**config.mk**
```make
export PLATFORM = sky130hd
export DESIGN_NAME = serial_adder
export DESIGN_NICKNAME = d
export VERILOG_FILES = /design/src/rtl/serial_adder.sv
export SDC_FILE = /design/constraint.sdc
export NUM_CORES = 1
export LEC_CHECK = 0
export CAP_MARGIN = 10
export CORE_MARGIN = 2
export CORE_UTILIZATION = 47
export DETAILED_ROUTE_END_ITERATION = 16
export PLACE_DENSITY_LB_ADDON = 0.15
export SYNTH_ARGS = -nofsm -noshare
export SYNTH_HDL_FRONTEND = slang
export SYNTH_SLANG_ARGS = --single-unit
```
**constraint.sdc**
```tcl
create_clock -name clk -period 2.2 [get_ports clk]
set_clock_uncertainty 0.1 [all_clocks]
set_input_delay 0.22 -clock clk [delete_from_list [all_inputs] [get_ports clk]]
set_output_delay 0.22 -clock clk [all_outputs]
set_load 0.05 [all_outputs]
```
**src/rtl/serial_adder.sv**
```systemverilog
`default_nettype none
// ============================================================================
//  Module      : serial_adder (with full_adder cell)
//  Description : Bit-serial LSB-first adder driving a single full-adder cell;
//                reports sum, carry-out, signed overflow and a done pulse.
//  Revision    : 1.0 - initial release
// ============================================================================

module full_adder (
  input  logic a,
  input  logic b,
  input  logic c_in,
  output logic s,
  output logic c_out
);
  assign s     = a ^ b ^ c_in;
  assign c_out = (a & b) | (c_in & (a ^ b));
endmodule

module serial_adder #(
  parameter int NUM_BITS = 8
) (
  input  logic                clk,
  input  logic                n_rst,
  input  logic                start,
  input  logic [NUM_BITS-1:0] a_in,
  input  logic [NUM_BITS-1:0] b_in,
  input  logic                c_init,
  output logic                busy,
  output logic                done,
  output logic [NUM_BITS-1:0] sum_out,
  output logic                c_final,
  output logic                overflow
);

  localparam int               CNT_W  = $clog2(NUM_BITS);
  localparam logic [CNT_W-1:0] C_LAST = CNT_W'(NUM_BITS - 1);

  typedef enum logic [1:0] {
    S_IDLE = 2'd0,
    S_ADD  = 2'd1,
    S_DONE = 2'd2
  } state_t;

  state_t              r_state;
  state_t              w_state_next;
  logic [NUM_BITS-1:0] r_sh_a;
  logic [NUM_BITS-1:0] r_sh_b;
  // Holds the NUM_BITS-1 low sum bits; the MSB comes straight from the cell.
  logic [NUM_BITS-2:0] r_sh_s;
  logic                r_carry;
  logic [CNT_W-1:0]    r_cnt;
  logic [NUM_BITS-1:0] r_sum;
  logic                r_c_final;
  logic                r_overflow;

  logic                w_s;
  logic                w_c_out;
  logic                w_accept;
  logic                w_last;
  logic [NUM_BITS-1:0] w_sum_cat;

  full_adder u_fa (
    .a     (r_sh_a[0]),
    .b     (r_sh_b[0]),
    .c_in  (r_carry),
    .s     (w_s),
    .c_out (w_c_out)
  );

  assign w_accept  = start && (r_state == S_IDLE || r_state == S_DONE);
  assign w_last    = (r_cnt == C_LAST);
  assign w_sum_cat = {w_s, r_sh_s};

  always_comb begin
    w_state_next = r_state;
    busy         = 1'b0;
    done         = 1'b0;
    case (r_state)
      S_IDLE: begin
        if (start) w_state_next = S_ADD;
      end
      S_ADD: begin
        busy = 1'b1;
        if (w_last) w_state_next = S_DONE;
      end
      S_DONE: begin
        done         = 1'b1;
        w_state_next = start ? S_ADD : S_IDLE;
      end
      default: w_state_next = S_IDLE;
    endcase
  end

  always_ff @(posedge clk or negedge n_rst) begin
    if (!n_rst) begin
      r_state <= S_IDLE;
    end else begin
      r_state <= w_state_next;
    end
  end

  always_ff @(posedge clk or negedge n_rst) begin
    if (!n_rst) begin
      r_sh_a     <= '0;
      r_sh_b     <= '0;
      r_sh_s     <= '0;
      r_carry    <= 1'b0;
      r_cnt      <= '0;
      r_sum      <= '0;
      r_c_final  <= 1'b0;
      r_overflow <= 1'b0;
    end else if (w_accept) begin
      r_sh_a  <= a_in;
      r_sh_b  <= b_in;
      r_carry <= c_init;
      r_cnt   <= '0;
    end else if (r_state == S_ADD) begin
      r_sh_a  <= r_sh_a >> 1;
      r_sh_b  <= r_sh_b >> 1;
      r_sh_s  <= w_sum_cat[NUM_BITS-1:1];
      r_carry <= w_c_out;
      r_cnt   <= r_cnt + 1'b1;
      if (w_last) begin
        r_sum      <= w_sum_cat;
        r_c_final  <= w_c_out;
        // r_carry here is the carry into the MSB position.
        r_overflow <= r_carry ^ w_c_out;
      end
    end
  end

  assign sum_out  = r_sum;
  assign c_final  = r_c_final;
  assign overflow = r_overflow;

`ifndef SYNTHESIS
  a_start_known : assert property (@(posedge clk) disable iff (!n_rst)
    !$isunknown(start));
  a_ops_known : assert property (@(posedge clk) disable iff (!n_rst)
    w_accept |-> !$isunknown({a_in, b_in, c_init}));
`endif

endmodule
`default_nettype wire

```
Yosys cells after proc, flatten, opt, wreduce, memory -nomap -nowiden
Index checks and enable logic that the tools add are counted.
{ "totals": {"out_inout_bits": 12, "in_bits": 20, "ff_bits": 39} }
{ "classes": {"reduce_logical": 7, "n_eq_ne": 5, "addsub": 1, "n_bitwise": 7, "mux": 14} }
{ "ops": {"columns": ["cell", "count"], "rows": [
  ["$mux W8", 4],
  ["$mux W3", 2],
  ["$pmux W2 S3", 1],
  ["$mux W1", 5],
  ["$mux W2", 2],
  ["$ne A2 B2 Y1 const B", 2],
  ["$reduce_and A2 Y1", 2],
  ["$add A3 B1 Y3 const B", 1],
  ["$eq A3 B3 Y1 const B", 1],
  ["$reduce_and A3 Y1", 1],
  ["$xor A1 B1 Y1", 3],
  ["$and A1 B1 Y1", 2],
  ["$eq A2 B1 Y1 const B", 1],
  ["$eq A2 B2 Y1 const B", 1],
  ["$logic_not A2 Y1", 1],
  ["$reduce_bool A2 Y1", 1],
  ["$logic_and A1 B1 Y1", 1],
  ["$logic_or A1 B1 Y1", 1],
  ["$not A1 Y1", 1],
  ["$or A1 B1 Y1", 1]
]} }

Logic depth before layout (Yosys ltp)
{ "logic_depth": {"depth_word": 5, "mapped_depth": 6, "ltp_nobuf": 5} }

Modules after synthesis
Synthesis repeated with hierarchy kept, for this count alone.
{ "unflattened": {"cells_unflattened": 135, "area_unflattened_um2": 1940.6} }
{ "modules_own_cells": {"columns": ["module", "seq_area_each_um2", "n_inst", "area_per_inst_um2", "cells_per_inst"], "rows": [
  ["serial_adder", 975.9, 1, 1920.6, 134],
  ["full_adder", 0.0, 1, 20.0, 1]
]} }

Worst setup path after synthesis
OpenSTA, ideal clock, no wires.
{ "synth_path": {"kind": "register to register", "from": "register r_cnt[0]", "to": "register r_c_final, in the netlist c_final", "n_path_buf": 1, "slack_ns": 0.590, "stages_incl_launch_ff": 6, "setup_time_ns": 0.125, "t_arrival_ns": 1.385, "cell_sequence": "dfrtp_1 ha_1 ha_1 nand3b_4 buf_2 mux2_2"} }
{ "synth_between": {"elab_chain_cells": 2} }
{ "synth_lines": {"columns": ["element", "line", "rtl"], "rows": [
  ["start, declared", "52", "logic [CNT_W-1:0] r_cnt;"],
  ["start signal, assigned", "123", "r_cnt <= r_cnt + 1'b1;"],
  ["$eq A3 B3 Y1", "72", "assign w_last = (r_cnt == C_LAST);"],
  ["$reduce_and A3 Y1 (no line)", null, null],
  ["end signal, assigned", "126", "r_c_final <= w_c_out;"],
  ["end, declared", "54", "logic r_c_final;"]
]} }
No other way between the ends.
A chain may end at the register's enable or synchronous reset.

Final worst setup path
{ "layout_path": {"from": "register r_state[0]", "to": "output busy"} }
{ "layout_between": {"elab_chain_cells": 2} }
{ "layout_lines": {"columns": ["element", "line", "rtl"], "rows": [
  ["start, declared", "45", "state_t r_state;"],
  ["start signal, assigned", "99", "r_state <= w_state_next;"],
  ["$eq A2 B1 Y1", "79", "case (r_state)"],
  ["$mux W1", "79", null],
  ["end, declared", "29", "output logic busy,"]
]} }
No other way between the ends.

==> reports/qor.csv <==
stage,metric,value,unit
setup_path,FF-to-FF path depth,3,
routing,Detailed Route WL,3.21,mm
setup_path,CP endpoint kind,output pin,
yosys,synthesized-area fraction occupied by adder cells,2.60,%
flow_run,Max Cap Viol,0,
yosys,Post-synth EDFFs,0,
clock_tree,clk root buf,clkbuf_8,
timing,setup_tns,0,ns
pwr,Combinational Power Share,43.6,%
pwr,VDD IR-drop max,0.000827,V
yosys,top cell type's share of synthesized area,56.3,%
routing,Starting DRT DRC Count,58,
yosys,Syn Inst Count,155,
yosys,post-synthesis sequential area ratio,56.3,%
timing,worst rel slew slack,43.9,%
yosys,top post-synthesis cells by count,"dfrtp_1, nand2_1, a21oi_1",
pwr,clock power share,17.9,%
clock_tree,H-Tree Depth,2,
pwr,Switch Pwr,1340,uW
routing,vias,1201,
place,post-DP HPWL,2.21,mm
pwr,total power,3410,uW
routing,ANT nets after route,0,
die,starting density of the core,48.1,%
yosys,Yosys Warn Count,0,
die,Die Y-Extent,64.7,um
setup_path,end of the critical path,busy,
setup_path,slack of the worst reg-to-reg path,0.43,ns
pwr,P_int,2070,uW
global_routing,number of global-route vias before repair,1278,
cells_and_area,Final Non-Filler Cells,235,
yosys,Synth cell types,25,
cells_and_area,area occupied by multi-input gates,631,um^2
yosys,mux cell area share after synthesis,10.0,%
timing,Fin Hold WS,0.384,ns
yosys,post-synth top area cell,dfrtp_1,
clock_tree,CTS tree,yes,
yosys,Synth area leaders,"dfrtp_1, mux2_2, nand2_1",
yosys,Synth Area in Simple Gates,10.8,%
yosys,top-count cell post-synth,dfrtp_1,
setup_path,worst-path fanout max,17,
pwr,switching share of total power,39.4,%
pwr,Power per Cell Area,1570,nW/um^2
clock_tree,clock transition at the registers of the reported paths,0.07,ns
yosys,syn nets,178,
clock_tree,Setup Buffers After CTS,0,
clock_tree,TritonCTS Buffers,5,
yosys,Syn Area/Cell,11.2,um^2
cells_and_area,layout cell share with drive strength beyond 1,15.5,%
global_routing,largest net degree at the start of global routing,40,
yosys,Synth Area in Compound Gates,12.4,%
yosys,largest family of logic cells by synthesized area,compound AO/OA/AOI/OAI gates,
cells_and_area,Fillers,318,
yosys,post-synthesis cell area,1730,um^2
hold_path,worst hold path class,in2reg,
setup_path,reg-to-reg startpoint,r_state[0]$_DFFE_PN0P_,
timing,Final Max Tran Viols,0,
clock_tree,post-CTS sizing,0,
yosys,asr flop ratio synth,100,%
die,IO Pins,32,
clock_tree,Hold Buf Count CTS,1,
setup_path,r2r endpoint,r_sh_a[5]$_DFFE_PN0P_,
yosys,Most used DFF post-synth,dfrtp_1,
timing,final hold violations,0,
cells_and_area,Area Growth Syn to Fin,25.5,%
timing,final worst path period need,2.02,ns
hold_path,Hold Path Cell Cnt,3,
clock_tree,Bufs on Longest Clock Path,2,
place,Buffers on Ports,31,
timing,RSZ-0062 raised after global routing,no,
global_routing,antenna violations before repair,0,
place,gpl congestion,0.731,
routing,wire per inst,13.7,um
cells_and_area,Nets,209,
setup_path,Worst Setup Start Kind,register,
setup_path,CP Class,reg2out,
yosys,Synth Register Bits,39,
cells_and_area,Seq. cell area,976,um^2
yosys,Post-Synth XOR/XNOR Area,0.505,%
clock_tree,clock sinks,39,
global_routing,first-pass GRT wire length,5.64,mm
global_routing,grt total ovfl,0,
timing,Worst-Margin Slew,0.842,ns
setup_path,Critical Path AT,1.70,ns
pwr,Leak,0.00102,uW
timing,final setup fails,0,
global_routing,Global Route Usage Sum,17.9,%
clock_tree,Clock Latency Late Sink,0.29,ns
routing,vias per std cell,5.11,
die,Core Footprint,3610,um^2
die,Die X,64.7,um
timing,post-route clock period utilization,91.9,%
setup_path,required time of the critical path,1.88,ns
pwr,Sequential Power Share,38.4,%
setup_path,Crit. Startpoint,r_state[0]$_DFFE_PN0P_,
die,row count,22,
routing,drt drc,0,
timing,max frequency,494,MHz
place,Inst Count DP,226,
outcome,outcome,"complete, no violations",
cells_and_area,number of diodes,0,
routing,Initial DRT Pass Iterations,4,
die,die area,4190,um^2
cell type report:
class	instances	area share, %
clock inverter	2	1.61
inverter	14	2.42
sequential	39	44.9
multi-input combinational	92	29.0
clock buffer	6	3.80
tap	48	2.76
timing repair buffer	34	15.5
power groups by stage:
stage / Clock [uW] / Combinational (uW) / Sequential, uW
2_1_floorplan: 0 / 880 / 1520
4_1_cts: 625 / 1510 / 1310
3_3_place_gp: 0 / 1460 / 1310
3_5_place_dp: 0 / 1500 / 1320
5_1_grt: 666 / 1650 / 1360
6_report: 612 / 1490 / 1310
critical path, stage by stage (launching register included):
cell and delay [ns]:
dfrtp_1 0.71, nand2b_2 0.29, inv_2 0.24, buf_12 0.17
cell families after synthesis:
| group | Yosys count |
|---|---|
| simple gates | 36 |
| compound gates | 36 |
| flops | 39 |
| buf+inv | 24 |
| mux | 16 |
| xor+xnor | 1 |
| fa+ha+maj | 3 |
through the flow:
step / worst slack [ns] / utilization (%) / instance area [um^2]
CTS: 0.194 / 60.3 / 2170
global placement: 0.548 / 56.8 / 2050
detailed placement: 0.459 / 56.8 / 2050
floorplan: 0.590 / - / 1730
finish: 0.178 / 60.3 / 2170
global route: 0.0670 / 60.3 / 2170
layout by cell type, fill, tap and decap left out, types with 3 or more instances in the layout:
cell             count
a21oi_1             14
mux2_2              11
o21ai_0              5
o22ai_1             10
mux2i_1              5
nand3_1              3
nand2_1             22
dfrtp_1             39
buf_4                3
inv_1               13
nor2b_1              5
clkdlybuf4s50_1     28
clkbuf_8             6
a211oi_1             4
how the worst min path moves through the flow:
stage	slack (ns)	end	startpoint
floorplan	-0.18	c_final$_DFFE_PN0P_	n_rst
global placement	0.26	c_final$_DFFE_PN0P_	n_rst
detailed placement	0.27	overflow$_DFFE_PN0P_	n_rst
CTS	0.39	r_sh_b[7]$_DFFE_PN0P_	b_in[7]
global route	0.42	sum_out[0]$_DFFE_PN0P_	sum_out[0]$_DFFE_PN0P_
finish	0.38	r_sh_b[7]$_DFFE_PN0P_	b_in[7]
flip-flops by register name, summed over array words and instances, names as in the netlist:
register / flops
c_final: 1
overflow: 1
r_carry: 1
r_cnt: 3
r_sh_a: 8
r_sh_b: 8
r_sh_s: 7
r_state: 2
sum_out: 8
layer usage:
metal	part of all wire (%)	wire [um]	vias up	track usage, %
met5	0	0	-	0
met4	2.2	72	0	7.98
met3	4.5	146	6	4.17
met2	50	1610	29	30.3
met1	43	1390	579	21.6
li1	-	-	587	-
Power figures use the tool's default switching activity.
